## src/rtl/riscv_pkg.sv

```systemverilog
// Shared RISC-V datapath definitions: opcodes, fetch FSM states and the fetch buffer payload.
// Imported by the fetch stage, its buffer and the decode-side consumers.
package riscv_pkg;

    localparam int XLEN    = 32;
    localparam int INSTR_W = 32;

    localparam logic [XLEN-1:0] PC_INC = 32'd4;

    localparam logic [6:0] OP_R_TYPE = 7'b0110011;
    localparam logic [6:0] OP_LOAD   = 7'b0000011;

    // ST_HALT is only reachable once a misaligned redirect has been seen
    typedef enum logic [2:0] {
        ST_IDLE,
        ST_FETCH,
        ST_FULL,
        ST_DRAIN,
        ST_HALT
    } fetch_state_t;

    typedef struct packed {
        logic [XLEN-1:0]    pc;
        logic [INSTR_W-1:0] instr;
    } fetch_entry_t;

    function automatic logic [6:0] opcode_of(input logic [INSTR_W-1:0] instr);
        return instr[6:0];
    endfunction

endpackage

```

## src/rtl/instr_fetch_if.sv

```systemverilog
// Fetch-stage bus bundle: imem req/ack read port, decode valid/ready port, redirect input, fault flag.
// master = fetch stage, slave = memory/decode/execute environment.
interface instr_fetch_if;
    import riscv_pkg::*;

    logic               imem_req;
    logic [XLEN-1:0]    imem_addr;
    logic               imem_ack;
    logic [INSTR_W-1:0] imem_rdata;

    logic               if_valid;
    logic [INSTR_W-1:0] if_instr;
    logic [XLEN-1:0]    if_pc;
    logic               if_ready;

    logic               redirect_valid;
    logic [XLEN-1:0]    redirect_pc;
    logic               fetch_fault;

    modport master (
        output imem_req, imem_addr,
        input  imem_ack, imem_rdata,
        output if_valid, if_instr, if_pc,
        input  if_ready,
        input  redirect_valid, redirect_pc,
        output fetch_fault
    );

    modport slave (
        input  imem_req, imem_addr,
        output imem_ack, imem_rdata,
        input  if_valid, if_instr, if_pc,
        output if_ready,
        output redirect_valid, redirect_pc,
        input  fetch_fault
    );

endinterface

```

## src/rtl/fetch_fifo.sv

```systemverilog
// Synchronous {pc, instr} buffer with flush; push-to-head visible one cycle later.
// Push when full and pop when empty are ignored; flush wins over push/pop.
module fetch_fifo
    import riscv_pkg::*;
#(
    parameter int DEPTH = 2
) (
    input  logic                   clk,
    input  logic                   rst_n,
    input  logic                   i_push,
    input  fetch_entry_t           i_dat,
    input  logic                   i_pop,
    input  logic                   i_flush,
    output fetch_entry_t           o_dat,
    output logic                   o_full,
    output logic                   o_empty,
    output logic [$clog2(DEPTH):0] o_count
);

    localparam int PTR_W = $clog2(DEPTH);
    localparam int CNT_W = PTR_W + 1;

    fetch_entry_t     r_mem [DEPTH];
    logic [PTR_W-1:0] r_wr_ptr;
    logic [PTR_W-1:0] r_rd_ptr;
    logic [CNT_W-1:0] r_count;
    logic             w_push;
    logic             w_pop;

    assign o_full  = (r_count == CNT_W'(DEPTH));
    assign o_empty = (r_count == '0);
    assign o_count = r_count;
    assign o_dat   = r_mem[r_rd_ptr];

    assign w_push = i_push && !o_full;
    assign w_pop  = i_pop && !o_empty;

    // Storage is cleared on reset so the head reads as zero out of reset
    always_ff @(posedge clk) begin
        if (!rst_n) begin
            r_wr_ptr <= '0;
            r_rd_ptr <= '0;
            r_count  <= '0;
            for (int i = 0; i < DEPTH; i++) begin
                r_mem[i] <= '0;
            end
        end else if (i_flush) begin
            r_wr_ptr <= '0;
            r_rd_ptr <= '0;
            r_count  <= '0;
        end else begin
            if (w_push) begin
                r_mem[r_wr_ptr] <= i_dat;
                r_wr_ptr        <= r_wr_ptr + PTR_W'(1);
            end
            if (w_pop) begin
                r_rd_ptr <= r_rd_ptr + PTR_W'(1);
            end
            r_count <= r_count + CNT_W'(w_push) - CNT_W'(w_pop);
        end
    end

endmodule

```

## src/rtl/instr_fetch.sv

```systemverilog
// Fetch stage: owns the PC, reads imem over req/ack, buffers into fetch_fifo (ack to if_valid: 1 cycle).
// Stalls requests while the buffer is full; FETCH_MISALIGN_CHECK_EN enables the sticky misaligned-redirect fault.
module instr_fetch
    import riscv_pkg::*;
#(
    parameter logic [31:0] RESET_PC   = 32'h0000_0000,
    parameter int          FIFO_DEPTH = 2
) (
    input  logic          clk,
    input  logic          rst_n,
    instr_fetch_if.master bus
);

    localparam int CNT_W = $clog2(FIFO_DEPTH) + 1;

    fetch_state_t    r_state;
    fetch_state_t    w_state_nxt;
    logic [XLEN-1:0] r_pc;
    logic [XLEN-1:0] w_pc_nxt;
    logic [XLEN-1:0] r_tgt;
    logic [XLEN-1:0] w_tgt_nxt;
    logic            r_fault;
    logic            w_fault_nxt;

    logic            w_done;
    logic            w_inflight;
    logic            w_xfer;
    logic            w_push;
    logic            w_pop;
    logic            w_flush;
    logic            w_full;
    logic            w_empty;
    logic [CNT_W-1:0] w_count;
    logic [CNT_W-1:0] w_count_after;
    fetch_entry_t    w_push_dat;
    fetch_entry_t    w_head;
    logic            w_misalign;
    logic [XLEN-1:0] w_redir_pc;

`ifdef FETCH_MISALIGN_CHECK_EN
    assign w_misalign = |bus.redirect_pc[1:0];
    assign w_redir_pc = bus.redirect_pc;
    assign bus.fetch_fault = r_fault;
`else
    assign w_misalign = 1'b0;
    assign w_redir_pc = bus.redirect_pc & ~32'h3;
    assign bus.fetch_fault = 1'b0;
`endif

    // Request depends only on registered state, never on if_ready/redirect
    assign bus.imem_req  = ((r_state == ST_FETCH) && !w_full) || (r_state == ST_DRAIN);
    assign bus.imem_addr = r_pc;

    assign bus.if_valid = !w_empty;
    assign bus.if_instr = w_head.instr;
    assign bus.if_pc    = w_head.pc;

    assign w_done        = bus.imem_req && bus.imem_ack;
    assign w_inflight    = bus.imem_req && !bus.imem_ack;
    assign w_xfer        = bus.if_valid && bus.if_ready;
    assign w_pop         = w_xfer && !bus.redirect_valid;
    assign w_count_after = w_count + CNT_W'(1) - CNT_W'(w_xfer);
    assign w_push_dat    = '{pc: r_pc, instr: bus.imem_rdata};

    always_comb begin
        w_state_nxt = r_state;
        w_pc_nxt    = r_pc;
        w_tgt_nxt   = r_tgt;
        w_fault_nxt = r_fault;
        w_push      = 1'b0;
        w_flush     = 1'b0;

        case (r_state)
            ST_IDLE: w_state_nxt = ST_FETCH;
            ST_FETCH: begin
                if (w_done) begin
                    w_push   = 1'b1;
                    w_pc_nxt = r_pc + PC_INC;
                    if (w_count_after == CNT_W'(FIFO_DEPTH)) begin
                        w_state_nxt = ST_FULL;
                    end
                end
            end
            ST_FULL: begin
                if (w_xfer) begin
                    w_state_nxt = ST_FETCH;
                end
            end
            ST_DRAIN: begin
                if (w_done) begin
                    w_pc_nxt    = r_tgt;
                    w_state_nxt = r_fault ? ST_HALT : ST_FETCH;
                end
            end
            ST_HALT: w_state_nxt = ST_HALT;
            default: w_state_nxt = ST_IDLE;
        endcase

        // Redirect overrides everything above; an outstanding request keeps its address until acked
        if (bus.redirect_valid && (r_state != ST_HALT)) begin
            w_flush = 1'b1;
            w_push  = 1'b0;
            if (w_misalign) begin
                w_fault_nxt = 1'b1;
                w_pc_nxt    = r_pc;
                w_state_nxt = w_inflight ? ST_DRAIN : ST_HALT;
            end else if (w_inflight) begin
                w_pc_nxt    = r_pc;
                w_tgt_nxt   = w_redir_pc;
                w_state_nxt = ST_DRAIN;
            end else begin
                w_pc_nxt    = w_redir_pc;
                w_state_nxt = r_fault ? ST_HALT : ST_FETCH;
            end
        end
    end

    always_ff @(posedge clk) begin
        if (!rst_n) begin
            r_state <= ST_IDLE;
            r_pc    <= RESET_PC;
            r_tgt   <= RESET_PC;
            r_fault <= 1'b0;
        end else begin
            r_state <= w_state_nxt;
            r_pc    <= w_pc_nxt;
            r_tgt   <= w_tgt_nxt;
            r_fault <= w_fault_nxt;
        end
    end

    fetch_fifo #(
        .DEPTH (FIFO_DEPTH)
    ) u_fifo (
        .clk     (clk),
        .rst_n   (rst_n),
        .i_push  (w_push),
        .i_dat   (w_push_dat),
        .i_pop   (w_pop),
        .i_flush (w_flush),
        .o_dat   (w_head),
        .o_full  (w_full),
        .o_empty (w_empty),
        .o_count (w_count)
    );

endmodule

```

## src/flat_wrapper.sv

```systemverilog
// flat-port wrapper written by rule: the top's interface ports become plain ports
module instr_fetch_flat import riscv_pkg::*;
#(
    parameter logic [31:0] RESET_PC   = 32'h0000_0000,
    parameter int          FIFO_DEPTH = 2
)
  (clk, rst_n, bus_imem_req, bus_imem_addr, bus_imem_ack, bus_imem_rdata, bus_if_valid, bus_if_instr, bus_if_pc, bus_if_ready, bus_redirect_valid, bus_redirect_pc, bus_fetch_fault);
  instr_fetch_if bus_i ();
  input  logic clk;
  input  logic rst_n;
  output wire logic [$bits(bus_i.imem_req)-1:0] bus_imem_req;
  output wire logic [$bits(bus_i.imem_addr)-1:0] bus_imem_addr;
  input wire logic [$bits(bus_i.imem_ack)-1:0] bus_imem_ack;
  input wire logic [$bits(bus_i.imem_rdata)-1:0] bus_imem_rdata;
  output wire logic [$bits(bus_i.if_valid)-1:0] bus_if_valid;
  output wire logic [$bits(bus_i.if_instr)-1:0] bus_if_instr;
  output wire logic [$bits(bus_i.if_pc)-1:0] bus_if_pc;
  input wire logic [$bits(bus_i.if_ready)-1:0] bus_if_ready;
  input wire logic [$bits(bus_i.redirect_valid)-1:0] bus_redirect_valid;
  input wire logic [$bits(bus_i.redirect_pc)-1:0] bus_redirect_pc;
  output wire logic [$bits(bus_i.fetch_fault)-1:0] bus_fetch_fault;
  assign bus_imem_req = bus_i.imem_req;
  assign bus_imem_addr = bus_i.imem_addr;
  assign bus_i.imem_ack = bus_imem_ack;
  assign bus_i.imem_rdata = bus_imem_rdata;
  assign bus_if_valid = bus_i.if_valid;
  assign bus_if_instr = bus_i.if_instr;
  assign bus_if_pc = bus_i.if_pc;
  assign bus_i.if_ready = bus_if_ready;
  assign bus_i.redirect_valid = bus_redirect_valid;
  assign bus_i.redirect_pc = bus_redirect_pc;
  assign bus_fetch_fault = bus_i.fetch_fault;
  instr_fetch #(.RESET_PC(RESET_PC), .FIFO_DEPTH(FIFO_DEPTH)) u_core (.clk(clk), .rst_n(rst_n), .bus(bus_i));
endmodule
```

## config.mk

```make
export PLATFORM = sky130hd
export DESIGN_NAME = instr_fetch_flat
export DESIGN_NICKNAME = d
export VERILOG_FILES = /design/src/rtl/riscv_pkg.sv /design/src/rtl/instr_fetch_if.sv /design/src/rtl/fetch_fifo.sv /design/src/rtl/instr_fetch.sv /design/src/flat_wrapper.sv
export SDC_FILE = /design/constraint.sdc
export NUM_CORES = 1
export LEC_CHECK = 0
export ABC_AREA = 1
export CAP_MARGIN = 20
export CORE_ASPECT_RATIO = 2
export CORE_MARGIN = 1
export CORE_UTILIZATION = 33
export DETAILED_ROUTE_END_ITERATION = 10
export SLEW_MARGIN = 15
export SYNTH_ARGS = -nofsm -noshare
export SYNTH_HDL_FRONTEND = slang
export SYNTH_SLANG_ARGS = --single-unit
```

## constraint.sdc

```tcl
create_clock -name clk -period 7.35 [get_ports clk]
set_input_delay 1.47 -clock clk [delete_from_list [all_inputs] [get_ports clk]]
set_output_delay 1.47 -clock clk [all_outputs]
set_load 0.01 [all_outputs]
```

==> impl_metrics.json, run 1 <==
{
  "outcome": "completed",
  "coreArea_mm2": 0.0282,
  "postCtsSetupRepairBufs": 0,
  "hold_viol_final": 0,
  "gp_congestion": 0.903,
  "worst_path_max_delay_cell": "clkdlybuf4s50_1",
  "slew_headroom_pct": 32.7,
  "post_dp_cell_area_mm2": 0.0113,
  "rows": 87,
  "min_path_type": "register to register",
  "cp-end-kind": "register",
  "cp_cell_sequence": "clkdlybuf4s50_1, inv_1, nand3_1, inv_1, nand3_1, inv_2, nand3_2, buf_4, nand2_2, buf_4",
  "first_pass_iters": 4,
  "antenna_cells": 0,
  "synth_area_per_cell_um2": 8.48,
  "wirelength_um": 25600,
  "syn-cell-area_mm2": 0.00944,
  "die_w_um": 122,
  "grt_pass1_wl_um": 39400,
  "worstPathMaxFanout": 63,
  "cpPeakStageDelay_ns": 1.01,
  "die_y_um": 241,
  "postLayoutCellArea_mm2": 0.0118,
  "power.switching_mw": 0.800,
  "viasPerCell": 4.64,
  "hpwl_um": 18500,
  "synth_area_leaders": "edfxtp_1, dfxtp_1, nor2_1",
  "clkPwrFrac_pct": 32.3,
  "fmax_ghz": 0.206,
  "multi_input_area_mm2": 0.00365,
  "ys_seq_elements": 192,
  "regArea_mm2": 0.00509,
  "clk_pin_slew_ns": 0.07,
  "startpoint_type": "input pin",
  "synth_area_leader_cell": "edfxtp_1",
  "synth_cell_types": 30,
  "grt_max_degree": 68,
  "cp.required_ns": 7.50,
  "final.period_utilization_pct": 66.1,
  "ir_drop_uv": 157,
  "clk_path_buf_depth": 2,
  "ys_seq_area_share_pct": 53.9,
  "die_area_mm2": 0.0293,
  "maxCapViolations": 0,
  "report.final.slew_viol_count": 0,
  "syn_inst": 1114,
  "vias": 7519,
  "total_power_mw": 2.70,
  "insertion_delay_ns": 0.44,
  "setup_viol": 0,
  "p_per_area_mw_per_mm2": 228,
  "worst_hold_slack_ns": 0.451,
  "wl_per_cell_um": 15.8,
  "cts-root-buf": "clkbuf_16",
  "fin_util_pct": 42.0,
  "synthToLayoutAreaGrowth_pct": 25.5,
  "htreeDepth": 4,
  "ios": 168,
  "synth_top_area_share_pct": 39.4,
  "switching_share_pct": 29.6,
  "fin_crit_ns": 4.86,
  "drt-initial-drc-count": 383,
  "postRouteAntennaNets": 0,
  "critPathKind": "input pin to register",
  "grtUsageTotal_pct": 18.1,
  "clkSinkCount": 192,
  "yosys_warnings": 0,
  "cts_resized": 0,
  "drive_gt1_share_pct": 9.79,
  "cts_tree": "done",
  "worst_pin_slew_ns": 1.01,
  "combPwrFrac_pct": 19.7,
  "final_nets": 1326,
  "p_int_mw": 1.90,
  "skew_ns": 0.0101,
  "start_util_pct": 33.5,
  "p_leak_nw": 4.69,
  "cts_buffers": 17,
  "drc_errors": 0,
  "antenna_found_initial": 0,
  "grt_pass1_vias": 7420,
  "rsz0062_at_grt": "false",
  "port_buffers": 160,
  "power.share.sequential_pct": 48.1,
  "cts_hold_buf": 0,
  "arrival_ns": 5.00,
  "overflow": 0,
  "fin_tns_setup_ns": 0,
  "nFillCells": 2784
}
==> sequential cells by signal, indices dropped and copies added (netlist names), named ones only <==
register	count
u_core.u_fifo.o_count	2
u_core.u_fifo.r_wr_ptr	1
u_core.r_state	3
u_core.u_fifo.r_rd_ptr	1
u_core.bus.imem_addr	30
u_core.r_tgt	30
u_core.u_fifo.r_mem	124
==> metal layers <==
layer	vias up	track usage (%)	wire length, µm
met5	-	0	0
met2	168	34.1	14200
met3	51	2.92	783
met4	0	11.8	1320
li1	3850	-	-
met1	3450	17.8	9240
==> logic make-up after synthesis <==
| kind of cell | after synthesis | share of synthesized area [%] |
|---|---|---|
| and+or+nand+nor | 594 | 25.5 |
| adders and majority gates | 4 | 0.530 |
| DFF | 192 | 53.9 |
| xor gates and xnor gates | 7 | 0.649 |
| AOI/OAI and AO/OA | 80 | 4.37 |
| buffers and inverters | 174 | 7.69 |
| muxes | 62 | 7.39 |
| other | 1 | 0.0397 |
==> area by class of cell <==
cell class	count	area share [%]
multi-input cells	752	30.8
inverters	122	3.87
clock buffers	18	3.71
repair buffers	168	14.0
flip-flops and latches	192	42.9
clock inverters	14	0.929
well taps	356	3.76
==> power groups by stage <==
| stage | Sequential, mW | Clock (mW) | Combinational [mW] |
|---|---|---|---|
| after floorplan | 1.32 | 0 | 0.298 |
| after global placement | 1.32 | 0 | 0.533 |
| after detailed placement | 1.32 | 0 | 0.535 |
| after CTS | 1.30 | 0.898 | 0.538 |
| after global routing | 1.31 | 0.935 | 0.596 |
| final | 1.30 | 0.872 | 0.531 |
==> synthesized netlist by cell type, drive strengths merged <==
cell / instances
a21oi: 27
buf: 33
clkbuf: 19
conb: 1
dfxtp: 68
edfxtp: 124
ha: 4
inv: 122
mux2: 62
nand2: 233
nand3: 50
nand4: 19
nor2: 286
nor3: 4
o211ai: 3
o21ai: 48
o21bai: 2
or2: 2
xnor2: 3
xor2: 4
==> worst max-delay path: cells and delay by family <==
kind          cells  cell delay, ns
simple gates      4            1.05
buf+inv           6            2.43
==> worst paths after layout <==
kind,slack [ns],endpoint,cells after the start,start
setup / recovery,2.49,u_core.u_fifo.r_mem[0][43],10,bus_redirect_valid
hold / removal,0.45,u_core.r_tgt[10],2,u_core.r_tgt[10]
setup reg to reg,4.15,u_core.u_fifo.r_mem[0][43],10,u_core.r_state[0]
hold reg to reg,0.45,u_core.r_tgt[10],2,u_core.r_tgt[10]
==> stage by stage <==
step / setup WS, ns / cells
floorplan: 3.21 / 1118
global placement: 1.98 / 1590
detailed placement: 1.97 / 1590
CTS: 2.44 / 1622
global route: 2.20 / 1622
finish: 2.49 / 1622
==> cells in the final DEF (no fill, tap or decap), types with 3 or more instances in the layout <==
| cell type | Yosys | routed |
|---|---|---|
| ha_1 | 4 | 4 |
| dfxtp_1 | 68 | 67 |
| o211ai_1 | 3 | 3 |
| nor2_1 | 283 | 283 |
| nor2_2 | 3 | 3 |
| edfxtp_1 | 124 | 124 |
| nand3_1 | 46 | 46 |
| xor2_1 | 4 | 4 |
| xnor2_1 | 3 | 3 |
| conb_1 | 1 | 5 |
| nand3_2 | 3 | 3 |
| nor3_1 | 4 | 4 |
| nand2_2 | 5 | 7 |
| clkbuf_16 | 0 | 17 |
| inv_2 | 4 | 4 |
| clkinvlp_4 | 0 | 4 |
| o21ai_0 | 47 | 47 |
| clkdlybuf4s50_1 | 0 | 159 |
| a21oi_1 | 27 | 27 |
| inv_1 | 118 | 118 |
| nand2_1 | 227 | 225 |
| mux2_2 | 62 | 62 |
| buf_4 | 6 | 8 |
| clkinv_4 | 0 | 3 |
| nand4_1 | 19 | 19 |
Power figures use the tool's default switching activity.
==> inputs of run 2 (changes only) <==
==> constraint.sdc (replaced) <==
create_clock -name clk -period 4 [get_ports clk]
set_input_delay 0.8 -clock clk [delete_from_list [all_inputs] [get_ports clk]]
set_output_delay 0.8 -clock clk [all_outputs]
set_load 0.01 [all_outputs]
==> impl_metrics.json, run 2 (same netlist as run 1, synthesis figures left out) <==
{
  "final_cell_mix": "nor2_1, nand2_1, clkdlybuf4s50_1",
  "antenna_cells": 0,
  "cp.required_ns": 3.20,
  "setup_viol": 0,
  "ir_drop_uv": 312,
  "hold_viol_final": 0,
  "cts_resized": 0,
  "p_per_area_mw_per_mm2": 431,
  "largest_reg_flops": 124,
  "drive_gt1_share_pct": 10.3,
  "rrSetupSlack_ns": 1.81,
  "startpoint_type": "register",
  "p_leak_nw": 4.81,
  "port_buffers": 160,
  "insertion_delay_ns": 0.44,
  "critPathKind": "register to primary output",
  "cp-end-kind": "primary output",
  "fin_tns_setup_ns": 0,
  "reg2reg_from": "u_core.r_state[0]",
  "worst_hold_slack_ns": 0.450,
  "wl_per_cell_um": 15.8,
  "dp.cells": 1600,
  "grt_pass1_vias": 7372,
  "rsz0062_at_grt": "false",
  "final_nets": 1336,
  "viasPerCell": 4.67,
  "die_w_um": 122,
  "cts-root-buf": "clkbuf_16",
  "outcome": "completed",
  "drt-initial-drc-count": 413,
  "antenna_found_initial": 0,
  "vias": 7616,
  "final.period_utilization_pct": 82.0,
  "fin_util_pct": 42.8,
  "clk_pin_slew_ns": 0.07,
  "min_path_type": "register to register",
  "wirelength_um": 25700,
  "clkSinkCount": 192,
  "r2r-end": "u_core.u_fifo.r_mem[1][10]",
  "overflow": 0,
  "post_dp_cell_area_mm2": 0.0114,
  "cts_hold_buf": 0,
  "min_delay_path_depth": 2,
  "arrival_ns": 2.48,
  "grt_max_degree": 64,
  "clk_path_buf_depth": 2,
  "hpwl_um": 18900,
  "skew_ns": 0.0107,
  "fmax_ghz": 0.305,
  "cts_tree": "done",
  "final_common_cell": "nor2_1",
  "grt_pass1_wl_um": 39500,
  "die_area_mm2": 0.0293,
  "slew_headroom_pct": 48.0,
  "maxCapViolations": 0,
  "htreeDepth": 4,
  "report.final.slew_viol_count": 0,
  "cts_buffers": 17,
  "fin_crit_ns": 3.28,
  "postLayoutCellArea_mm2": 0.0121,
  "worstPathMaxFanout": 23,
  "start_util_pct": 33.5,
  "rows": 87,
  "grtUsageTotal_pct": 18.1,
  "regMostFlops": "u_core.u_fifo.r_mem",
  "cp_cell_sequence": "buf_4, mux2_2, clkdlybuf4s50_1",
  "die_y_um": 241,
  "postCtsSetupRepairBufs": 0,
  "fin_cells": 1632,
  "first_pass_iters": 4,
  "coreArea_mm2": 0.0282,
  "drc_errors": 0,
  "postRouteAntennaNets": 0,
  "synthToLayoutAreaGrowth_pct": 27.7,
  "worst_path_max_delay_cell": "dfxtp_2",
  "gp_congestion": 0.895,
  "crit_path_end": "bus_if_pc[21]",
  "cpPeakStageDelay_ns": 0.69,
  "worst_pin_slew_ns": 0.780,
  "r2r_cells": 9,
  "ios": 168
}
[run 2: area by class of cell]
| type | count | area [µm²] |
|---|---|---|
| tap | 356 | 445 |
| clock buffer | 18 | 429 |
| fill | 2805 | 16100 |
| clock inverter | 14 | 189 |
| multi-input combinational | 752 | 3650 |
| inverter | 122 | 458 |
| sequential | 192 | 5090 |
| timing repair buffer | 178 | 1790 |
[run 2: through the flow]
stage          setup slack (ns)  power (mW)
3_3_place_gp              0.917        3.43
6_report                  0.718        5.19
4_1_cts                   0.642        5.24
5_1_grt                   0.590        5.44
2_1_floorplan             0.528        2.97
3_5_place_dp              0.850        3.44
[run 2: worst min-delay path by stage]
stage | from | endpoint | slack, ns
3_3_place_gp | u_core.r_tgt[11] | u_core.r_tgt[11] | 0.44
3_5_place_dp | u_core.r_tgt[11] | u_core.r_tgt[11] | 0.44
2_1_floorplan | u_core.r_tgt[3] | u_core.r_tgt[3] | 0.42
6_report | u_core.r_tgt[13] | u_core.r_tgt[13] | 0.45
4_1_cts | u_core.r_tgt[11] | u_core.r_tgt[11] | 0.45
5_1_grt | u_core.r_tgt[18] | u_core.r_tgt[18] | 0.47
[run 2: worst max-delay path, delay by kind of cell (launching register included)]
family	cells	cell delay [ns]
multiplexers	1	0.38
buffers and inverters	2	0.95
flip-flops	1	0.69
[run 2: where the power goes]
group | leakage (nW) | switching, mW | total, mW | internal [mW]
Sequential | 1.84 | 0.128 | 2.39 | 2.26
Combinational | 2.66 | 0.567 | 1.00 | 0.436
Clock | 0.299 | 0.758 | 1.80 | 1.05
[run 2: metal layers]
metal | GRT usage [%] | part of all wire, % | vias up
li1 | - | - | 3858
met1 | 18.0 | 36 | 3528
met2 | 33.7 | 55 | 174
met3 | 3.46 | 3.3 | 56
met4 | 11.7 | 6.0 | 0
met5 | 0 | 0 | -
==> inputs of run 3 (changes only) <==
==> constraint.sdc (replaced) <==
create_clock -name clk -period 3.2 [get_ports clk]
set_input_delay 0.64 -clock clk [delete_from_list [all_inputs] [get_ports clk]]
set_output_delay 0.64 -clock clk [all_outputs]
set_load 0.01 [all_outputs]
==> impl_metrics.json, run 3 (same netlist as run 1, synthesis figures left out) <==
{
  "dp.cells": 1604,
  "ios": 168,
  "fin_ws_ns": 0.354,
  "grt_pass1_wl_um": 39900,
  "die_w_um": 122,
  "cp-end-kind": "primary output",
  "postCtsSetupRepairBufs": 0,
  "hold_viol_final": 0,
  "clkSinkCount": 192,
  "htreeDepth": 4,
  "fin_cells": 1636,
  "min_from": "u_core.r_tgt[3]",
  "p_per_area_mw_per_mm2": 545,
  "cts_hold_buf": 0,
  "cts_buffers": 17,
  "fin_crit_ns": 2.85,
  "switching_share_pct": 27.5,
  "insertion_delay_ns": 0.45,
  "drt-initial-drc-count": 433,
  "regArea_mm2": 0.00509,
  "rrSetupSlack_ns": 1.00,
  "p_leak_nw": 4.85,
  "power.switching_mw": 1.82,
  "worst_pin_slew_ns": 0.511,
  "regMostFlops": "u_core.u_fifo.r_mem",
  "wl_per_cell_um": 15.8,
  "clk_path_buf_depth": 2,
  "nFillCells": 2790,
  "coreArea_mm2": 0.0282,
  "r2r_cells": 9,
  "power.share.sequential_pct": 45.1,
  "viasPerCell": 4.69,
  "die_area_mm2": 0.0293,
  "critPathKind": "register to primary output",
  "drive_gt1_share_pct": 10.7,
  "grt_max_degree": 63,
  "final.period_utilization_pct": 88.9,
  "antenna_cells": 0,
  "whs_endpoint": "u_core.r_tgt[3]",
  "combPwrFrac_pct": 19.0,
  "startpoint_type": "register",
  "clkPwrFrac_pct": 35.9,
  "p_int_mw": 4.80,
  "drc_errors": 0,
  "report.final.slew_viol_count": 0,
  "clk_pin_slew_ns": 0.07,
  "cts-root-buf": "clkbuf_16",
  "vias": 7678,
  "largest_reg_flops": 124,
  "final_common_cell": "nor2_1",
  "cp.required_ns": 2.56,
  "hpwl_um": 19300,
  "multi_input_area_mm2": 0.00365,
  "rsz0062_at_grt": "false",
  "min_delay_path_depth": 2,
  "first_pass_iters": 5,
  "outcome": "completed",
  "final_nets": 1340,
  "fmax_ghz": 0.351,
  "arrival_ns": 2.21,
  "skew_ns": 0.0143,
  "antenna_found_initial": 0,
  "overflow": 0,
  "r2r-end": "u_core.bus.imem_addr[22]",
  "ir_drop_uv": 400,
  "rows": 87,
  "maxCapViolations": 0,
  "cts_resized": 0,
  "grtUsageTotal_pct": 18.2,
  "wirelength_um": 25800,
  "gp_congestion": 0.912,
  "worstPathMaxFanout": 17,
  "setup_viol": 0,
  "reg2reg_from": "u_core.r_state[1]",
  "cts_tree": "done",
  "fin_tns_setup_ns": 0,
  "min_path_type": "register to register",
  "slew_headroom_pct": 65.9,
  "final_cell_mix": "nor2_1, nand2_1, clkdlybuf4s50_1",
  "port_buffers": 160,
  "postRouteAntennaNets": 0,
  "synthToLayoutAreaGrowth_pct": 28.8,
  "grt_pass1_vias": 7499,
  "dp_slack_ns": 0.392,
  "start_util_pct": 33.5,
  "die_y_um": 241
}
run 3: per-layer routing:
layer,global-route usage [%],share of wire [%],vias to the layer above
met5,0,0,-
met4,10.1,4.7,0
met3,3.20,3.3,50
met2,35.0,56,191
met1,18.1,36,3564
li1,-,-,3873
run 3: how the worst max path moves through the flow:
| stage | start | end | slack [ns] | depth (start not counted) |
|---|---|---|---|---|
| finish | register | bus_if_pc[22] | 0.35 | 3 |
| global route | register | bus_if_pc[22] | 0.22 | 3 |
| CTS | register | bus_if_pc[22] | 0.28 | 3 |
| detailed placement | bus_redirect_valid | u_core.u_fifo.r_mem[0][10] | 0.39 | 9 |
| global placement | bus_redirect_valid | u_core.u_fifo.r_mem[0][4] | 0.40 | 9 |
| floorplan | bus_redirect_valid | u_core.u_fifo.r_mem[1][0] | 0.13 | 8 |
run 3: power groups by stage:
stage                     sequential, mW  combinational (mW)  clock, mW
after floorplan                     3.02               0.684          0
after global placement              3.03                1.25          0
after detailed placement            3.04                1.26          0
after CTS                           2.98                1.27       2.42
after global routing                3.01                1.40       2.51
final                               2.99                1.26       2.38
run 3: area by class of cell:
cell class | count | share of cell area [%]
Inverter | 122 | 3.77
Sequential cell | 192 | 41.8
Clock buffer | 20 | 3.76
Multi-Input combinational cell | 752 | 30.0
Clock inverter | 12 | 1.66
Timing Repair Buffer | 182 | 15.3
Tap cell | 356 | 3.66
run 3: critical path, stage by stage (launching register included):
cell	delay (ns)
dfxtp_2	0.65
buf_12	0.23
mux2_2	0.38
clkdlybuf4s50_1	0.49
run 3: through the flow:
step                hold WS [ns]  util, %  area (µm²)  total power [mW]
floorplan                  0.424        -        9460              3.71
global placement           0.434     40.8       11500              4.28
detailed placement         0.437     40.8       11500              4.30
CTS                        0.446     43.1       12200              6.67
global route               0.454     43.1       12200              6.92
finish                     0.447     43.1       12200              6.62
==> patch: new RTL, settings of run 2 <==
`XLEN`: 32 -> 16.
--- a/src/rtl/riscv_pkg.sv
+++ b/src/rtl/riscv_pkg.sv
@@ -2,7 +2,7 @@
 // Imported by the fetch stage, its buffer and the decode-side consumers.
 package riscv_pkg;
 
-    localparam int XLEN    = 32;
+    localparam int XLEN    = 16;
     localparam int INSTR_W = 32;
 
     localparam logic [XLEN-1:0] PC_INC = 32'd4;
Ports: changed (resized bus_if_pc, bus_imem_addr and bus_redirect_pc); port bits go from 168 to 120. No check against the original RTL was run, so the function may have changed too.
==> patch against run 2 <==
Routed wire length fell by 43%. Area after synthesis decreased by 32%. Power fell by 29%. Setup slack better by 0.22 ns. Synthesized cell count decreased by 43%. Sequential cell count is 64 lower. Design area shrank 31%. Register-to-register slack improved by 0.22 ns. Critical endpoint is now bus_if_pc[14]. Largest power group unchanged.
==> patch: results (changes against run 2) <==
* Warnings from Yosys at 0 (unchanged)
* Register area share after synthesis at 54.5% (+0.61 points)
* Top cells by count, synth: nor2_1, nand2_1, edfxtp_1
* CTS Buf Count at 17 (unchanged)
* Post-DP HPWL at 10,100 um (-46%)
* Htree depth at 4 (unchanged)
* Final WL at 14,600 um (-43%)
* CP max FO at 25 (+8.7%)
* Clk_skew at 0.0121 ns (+0.00145 ns)
* Crit path DAT at 2.26 ns (-0.22 ns)
* Iter 0 DRT Violations at 121 (-71%)
* Place WS at 1.02 ns (+0.174 ns)
* Max FFs per register at 92 (-26%)
* Largest net degree at the start of global routing at 47 (-27%)
* CTS resizes at 0 (unchanged)
* Top cells by area, synth: edfxtp_1, dfxtp_1, mux2_2, nor2_1, nand2_1
* Vias per cell at 4.48 (-4.0%)
* Final RePlAce weighted congestion at 0.842 (-5.8%)
* All-Layer GR Usage at 15.6% (-2.5 points)
* Share of cells above drive strength 1 at 19.9% (+9.6 points)
* First-pass GRT wire length at 23,200 um (-41%)
* Leakage at 0.00329 uW (-32%)
* Max transition margin at 55.1% (+7.1 points)
* EDFF count, synth at 92 (-26%)
* First-pass DRT Iterations at 4 (unchanged)
* Peak VDD IR at 0.246 mV (-21%)
* Buffers on Ports at 112 (-30%)
* Vias in the first global route at 4,638 (-37%)
* CTS clk-pin slew, worst paths at 0.05 ns (-0.02 ns)
* Nets at 812 (-39%)
* Most common flop cell mapped by yosys: edfxtp_1
* Fill count at 1,866 (-33%)
* Clock Tree Buf Depth at 2 (unchanged)
* Clk_lat worst skew at 0.41 ns (-0.03 ns)
* Status: finished, final reports clean
* Post CTS Setup Buffer Count at 0 (unchanged)
* Yosys cell types at 34 (+13%)
## patch: changes by cell type after synthesis, moves of 14 or more
cell / run 2 / this run
edfxtp_1: 124 / 92
inv_1: 118 / 75
nor2_1: 283 / 105
clkbuf_1: 19 / 5
o21ai_0: 47 / 20
dfxtp_1: 68 / 36
nand2_1: 227 / 104
nor2_4: 0 / 29
mux2_2: 62 / 46
nand3_1: 46 / 26
## patch: power breakdown
group | internal [uW] | switching (uW) | leakage [uW] | total (uW)
combinational | 270 | 335 | 0.00174 | 605
sequential | 1510 | 65.9 | 0.00125 | 1580
clock | 939 | 552 | 0.000294 | 1490
## patch: through the flow
stage          cells  hold slack [ns]  cell area [um^2]  utilization (%)
6_report        1023            0.448              8330             44.0
5_1_grt         1023            0.477              8330             44.0
4_1_cts         1023            0.447              8330             44.0
3_5_place_dp     991            0.437              7740             40.9
3_3_place_gp     991            0.433              7740             40.9
2_1_floorplan    643            0.425              6410                -
## patch: metal layers
layer | vias up | global-route usage, % | wire (um)
li1 | 2294 | - | -
met1 | 2150 | 15.0 | 5330
met2 | 121 | 30.9 | 8500
met3 | 18 | 3.44 | 498
met4 | 0 | 6.33 | 269
met5 | - | 0 | 0
## patch: final timing paths
check	cells past startpoint	end	slack, ns	startpoint
hold / removal	2	u_core.r_tgt[5]$_SDFFE_PN0N_	0.45	u_core.r_tgt[5]$_SDFFE_PN0N_
hold reg to reg	2	u_core.r_tgt[5]$_SDFFE_PN0N_	0.45	u_core.r_tgt[5]$_SDFFE_PN0N_
setup / recovery	3	bus_if_pc[14]	0.94	flop
setup reg to reg	7	u_core.u_fifo.r_mem[0][4]$_SDFFCE_PN0P_	2.03	u_core.r_state[0]$_SDFFE_PN0P_
## patch: logic make-up after synthesis
logic type	count (synthesis)	synth area share (%)
DFF	128	54.5
AOI/OAI and AO/OA	44	3.66
and+or+nand+nor	301	23.9
adders and majority gates	4	0.783
other	1	0.0586
muxes	46	8.10
xor gates and xnor gates	6	0.822
buffers and inverters	109	8.16
## patch: worst max-delay path, stage by stage, from the launching register on
cell,delay (ns)
dfxtp_2,0.71
buf_12,0.27
mux2_2,0.38
clkdlybuf4s50_1,0.48
## patch: cell type report
| class | instances | area, um^2 | share of cell area [%] |
|---|---|---|---|
| Clock buffer | 25 | 541 | 6.49 |
| Clock inverter | 7 | 43.8 | 0.526 |
| Inverter | 82 | 308 | 3.70 |
| Multi-Input combinational cell | 406 | 2410 | 29.0 |
| Sequential cell | 128 | 3480 | 41.8 |
| Tap cell | 255 | 319 | 3.83 |
| Timing Repair Buffer | 120 | 1220 | 14.6 |
